**config.mk**
```make
export PLATFORM = sky130hd
export DESIGN_NAME = alu_sequencer
export DESIGN_NICKNAME = d
export VERILOG_FILES = /design/src/rtl/alu_sequencer.sv
export SDC_FILE = /design/constraint.sdc
export NUM_CORES = 1
export LEC_CHECK = 0
export CAP_MARGIN = 20
export CORE_ASPECT_RATIO = 1.25
export CORE_MARGIN = 2
export CORE_UTILIZATION = 41
export CTS_CLUSTER_DIAMETER = 80
export DETAILED_ROUTE_END_ITERATION = 8
export PLACE_DENSITY = 0.76
export SKIP_LAST_GASP = 1
export SYNTH_ARGS = -nofsm -noshare
export SYNTH_HDL_FRONTEND = slang
export SYNTH_SLANG_ARGS = --single-unit
export TNS_END_PERCENT = 50
```
**constraint.sdc**
```tcl
create_clock -name clk -period 1.75 [get_ports clk]
set_input_delay 0.525 -clock clk [delete_from_list [all_inputs] [get_ports clk]]
set_output_delay 0.525 -clock clk [all_outputs]
set_load 0.05 [all_outputs]
```
**src/rtl/alu_sequencer.sv**
```systemverilog
// alu_sequencer: drives a shared 8-bit ALU through two byte-wide cycles
// (low byte, then high byte) to perform 16-bit add, subtract, increment
// and 6502-style indexed address generation. Indexed adds with no low-byte
// carry skip the high-byte cycle and reuse the base high byte directly.
module alu_sequencer #(
  parameter int                  OP_WIDTH = 3,
  parameter logic [OP_WIDTH-1:0] OP_ADD   = 3'd0
) (
  input  logic                clk,
  input  logic                reset,
  input  logic                start,
  input  logic [1:0]          cmd,
  input  logic [15:0]         op_a,
  input  logic [15:0]         op_b,
  output logic                busy,
  output logic                done,
  output logic [15:0]         result,
  output logic                carry,
  output logic                overflow,
  output logic                zero,
  output logic                negative,
  output logic                page_cross,
  output logic [7:0]          alu_input_a,
  output logic [7:0]          alu_input_b,
  output logic                alu_carry_in,
  output logic                alu_invert_b,
  output logic [OP_WIDTH-1:0] alu_operation,
  input  logic [7:0]          alu_out,
  input  logic                alu_carry_out,
  input  logic                alu_overflow_out
);

  localparam logic [1:0] CMD_ADD16 = 2'b00;
  localparam logic [1:0] CMD_SUB16 = 2'b01;
  localparam logic [1:0] CMD_INC16 = 2'b10;
  localparam logic [1:0] CMD_IDX   = 2'b11;

  typedef enum logic [1:0] {
    IDLE = 2'd0,
    LO   = 2'd1,
    HI   = 2'd2
  } state_t;

  state_t      state;
  logic [1:0]  cmd_r;
  logic [15:0] a_r;
  logic [15:0] b_r;
  logic        lo_c;

  // ALU operand steering: low bytes in LO, high bytes plus chained carry in HI,
  // and a quiet all-zero add while idle.
  always_comb begin
    alu_input_a   = 8'h00;
    alu_input_b   = 8'h00;
    alu_carry_in  = 1'b0;
    alu_invert_b  = 1'b0;
    alu_operation = OP_ADD;
    case (state)
      LO: begin
        alu_input_a  = a_r[7:0];
        alu_input_b  = (cmd_r == CMD_INC16) ? 8'h00 : b_r[7:0];
        alu_invert_b = (cmd_r == CMD_SUB16);
        alu_carry_in = (cmd_r == CMD_SUB16) || (cmd_r == CMD_INC16);
      end
      HI: begin
        alu_input_a  = a_r[15:8];
        alu_input_b  = ((cmd_r == CMD_INC16) || (cmd_r == CMD_IDX)) ? 8'h00 : b_r[15:8];
        alu_invert_b = (cmd_r == CMD_SUB16);
        alu_carry_in = lo_c;
      end
      default: begin
        alu_input_a   = 8'h00;
        alu_input_b   = 8'h00;
        alu_carry_in  = 1'b0;
        alu_invert_b  = 1'b0;
        alu_operation = OP_ADD;
      end
    endcase
  end

  // Sequencer FSM: latches the command on start, captures each ALU byte and
  // produces the registered result, flags and single-cycle done pulse.
  always_ff @(posedge clk) begin
    if (reset) begin
      state      <= IDLE;
      cmd_r      <= CMD_ADD16;
      a_r        <= 16'h0000;
      b_r        <= 16'h0000;
      lo_c       <= 1'b0;
      busy       <= 1'b0;
      done       <= 1'b0;
      result     <= 16'h0000;
      carry      <= 1'b0;
      overflow   <= 1'b0;
      zero       <= 1'b0;
      negative   <= 1'b0;
      page_cross <= 1'b0;
    end else begin
      done <= 1'b0;
      case (state)
        IDLE: begin
          if (start) begin
            cmd_r <= cmd;
            a_r   <= op_a;
            b_r   <= op_b;
            busy  <= 1'b1;
            state <= LO;
          end
        end
        LO: begin
          result[7:0] <= alu_out;
          lo_c        <= alu_carry_out;
          if ((cmd_r == CMD_IDX) && !alu_carry_out) begin
            result[15:8] <= a_r[15:8];
            carry        <= 1'b0;
            overflow     <= 1'b0;
            page_cross   <= 1'b0;
            zero         <= ({a_r[15:8], alu_out} == 16'h0000);
            negative     <= a_r[15];
            busy         <= 1'b0;
            done         <= 1'b1;
            state        <= IDLE;
          end else begin
            state <= HI;
          end
        end
        HI: begin
          result[15:8] <= alu_out;
          carry        <= alu_carry_out;
          overflow     <= alu_overflow_out;
          page_cross   <= lo_c;
          zero         <= ({alu_out, result[7:0]} == 16'h0000);
          negative     <= alu_out[7];
          busy         <= 1'b0;
          done         <= 1'b1;
          state        <= IDLE;
        end
        default: begin
          busy  <= 1'b0;
          state <= IDLE;
        end
      endcase
    end
  end

endmodule

```
==> metrics.md <==
| Metric | Value |
|---|---|
| Cells after Synth | `323` |
| Final Hold Fails | `0` |
| RSZ-0062 raised after global routing | `yes` |
| Commonest cells in the netlist | `nand2_1 (75), dfxtp_1 (59), a21oi_1 (39), nor2_1 (23), mux2i_1 (19)` |
| Final global-route overflow total | `0` |
| Switching Fraction | `0.288` |
| Dpl hpwl | `5.45 mm` |
| CTS clk-pin slew, worst paths | `0.07 ns` |
| Crit share post-route | `1.27` |
| Flops & latches, synth | `59` |
| Routability cong. | `0.792` |
| Largest net degree at the start of global routing | `35` |
| Core area | `0.00648 mm2` |
| FFs w/ async S/R, synth | `0` |
| LEAKAGE | `1.70 nW` |
| Seq/Total Area, Yosys | `0.434` |
| GRT Total Usage | `0.224` |
| Finish-stage setup viols | `27` |
| First-pass GRT wire length | `12.6 mm` |
| CP Class | `reg -> out` |
| Clock Latency Late Sink | `0.34 ns` |
| EDFF count, synth | `0` |
| Area delta synth->final | `74.0%` |
| Clock Skews | `0.00573 ns` |
| Critical path capture point type | `primary output` |
| Seq pwr share | `0.388` |
| Clock root buffer | `clkbuf_8` |
| Final Core Density | `0.730` |
| Yosys warns | `0` |
| Mapped Area | `0.00272 mm2` |
| Fin worst setup slack | `-0.471 ns` |
| Vias | `2627` |
| Post-synthesis cell type count | `33` |
| Post-route minimum period | `2.22 ns` |
| Number of top-level pins | `91` |
| Initial antenna violation count | `0` |
| Die span in x | `76.9 um` |
| Sw Pwr | `0.00114 W` |
| Power share of the combinational group | `0.261` |
| Worst Hold Slack | `0.471 ns` |
| CTS Buf Count | `9` |
| DRT Pass-1 Iters | `4` |
| FF-to-FF setup slack | `-0.13 ns` |
| Most frequent cell after synthesis | `nand2_1` |
| Synth area leaders | `dfxtp_1 (43%), nand2_1 (10%), a21oi_1 (7.2%), mux2i_1 (7.0%), a22oi_1 (4.4%)` |
| Depth of the CTS H-tree | `3` |
| Net count, final | `475` |
| Max Fclk | `450 MHz` |
| Pwr Density | `834 mW/mm2` |
| Worst EP arrival | `1.70 ns` |
| # hold bufs at CTS | `0` |
| Share of layout cells above drive strength 1 | `0.328` |
| Post-synth top area cell | `dfxtp_1` |
| Vias in the first global route | `2591` |
| Post-Route WL | `8.07 mm` |
| CTS tree | `yes` |
| Startpoint Class | `flip-flop` |
| Final max-slew violation count | `0` |
| Main flop type after synthesis | `dfxtp_1` |
| Max Cap Viol | `0` |
| Diode count | `0` |
| Clk sink count | `59` |
| Initial Utilization | `0.420` |
| Clock tree buffer depth | `2` |
| Failing checks | `setup timing` |
| Routed length per instance | `15.7 um` |
| Internal power | `0.00281 W` |
| Row Count | `33` |
| Residual DRC | `0` |
| Hold Crit Class | `reg -> reg` |
| Worst Path Required | `1.22 ns` |
| Initial DRC count | `145` |
| I/O Buffers | `87` |
| Syn_area_per_cell | `8.43 um2` |
| Crit path max fanout | `8` |
| Status | `finished with violations` |
| Vias per cell | `5.11` |
| VDD IR max | `602 uV` |
| Die Area | `0.00731 mm2` |
| Yosys top cell area share | `0.434` |
| Chip height | `95.1 um` |
| Clock power frac | `0.351` |
| Remaining antenna violation count after routing | `0` |
-- timing repair --
action	CTS	global route
gates resized for setup	22	11
pin swaps	10	8
endpoints found under the setup margin	26	29
cloned	1	0
buffers inserted	1	4
-- power by group through the flow --
| stage | clock (W) | sequential [W] | combinational, W |
|---|---|---|---|
| CTS | 0.00139 | 0.00153 | 0.00101 |
| floorplan | 0 | 0.00161 | 0.000447 |
| global route | 0.00147 | 0.00154 | 0.00109 |
| finish | 0.00139 | 0.00153 | 0.00103 |
| global placement | 0 | 0.00154 | 0.000918 |
| detailed placement | 0 | 0.00155 | 0.000937 |
-- stage by stage --
stage | power [W] | area, um2 | setup TNS (ns) | cells | worst slack [ns]
finish | 0.00395 | 4730 | -7.73 | 514 | -0.471
global placement | 0.00246 | 4330 | -4.70 | 494 | -0.372
CTS | 0.00392 | 4690 | -8.04 | 512 | -0.516
global route | 0.00410 | 4730 | -9.79 | 514 | -0.565
floorplan | 0.00206 | 2890 | -2.69 | 325 | -0.182
detailed placement | 0.00249 | 4330 | -5.49 | 494 | -0.435
-- cell families (layout without fill, tap and decap cells) --
kind of cell	count (synthesis)	after routing	synth area share
muxes	20	20	0.0754
and+or+nand+nor	137	137	0.231
AOI/OAI and AO/OA	69	69	0.170
other	1	3	0.00138
adders and majority gates	6	6	0.0276
buffers and inverters	31	133	0.0607
DFF	59	59	0.434
-- worst paths after layout --
path / cells past startpoint / endpoint / from
setup / recovery: 7 / alu_input_b[0] / cmd_r[0]
setup reg to reg: 7 / zero / state[1]
hold / removal: 2 / b_r[0] / b_r[0]
hold reg to reg: 2 / b_r[0] / b_r[0]
-- cell type report --
| class | instances | area [um2] |
|---|---|---|
| Fill cell | 433 | 1750 |
| Multi-Input combinational cell | 235 | 1640 |
| Timing Repair Buffer | 113 | 1560 |
| Sequential cell | 59 | 1190 |
| Clock buffer | 12 | 145 |
| Tap cell | 87 | 109 |
| Clock inverter | 4 | 73.8 |
| Inverter | 4 | 17.5 |
-- worst max-delay path: stages (launching register included) --
cell	delay [ns]
dfxtp_2	0.35
inv_2	0.05
ha_4	0.17
nor3b_4	0.22
buf_12	0.17
a22oi_2	0.09
nor2b_4	0.16
buf_12	0.14
-- sequential cells by signal, indices dropped and copies added (netlist names) --
name        count
a_r            16
b_r            16
result         16
cmd_r           2
state           2
busy            1
carry           1
done            1
lo_c            1
overflow        1
page_cross      1
zero            1
-- per-layer routing --
layer  GRT usage  wire length, um  part of all wire
met1       0.252             3200              0.40
met4      0.0970              102             0.013
met5           0                0                 0
met2       0.404             4410              0.55
met3      0.0521              352             0.044
-- cells in the final DEF (no fill, tap or decap), drive strengths merged, types with 4 or more instances in the layout --
cell	count
a211oi	8
a21oi	39
a22oi	16
buf	68
clkbuf	12
clkdlybuf4s50	45
dfxtp	59
ha	6
inv	4
mux2i	19
nand2	75
nor2	24
nor2b	18
nor3b	5
nor4	4
Note: power is estimated with default switching activity, not from simulation.
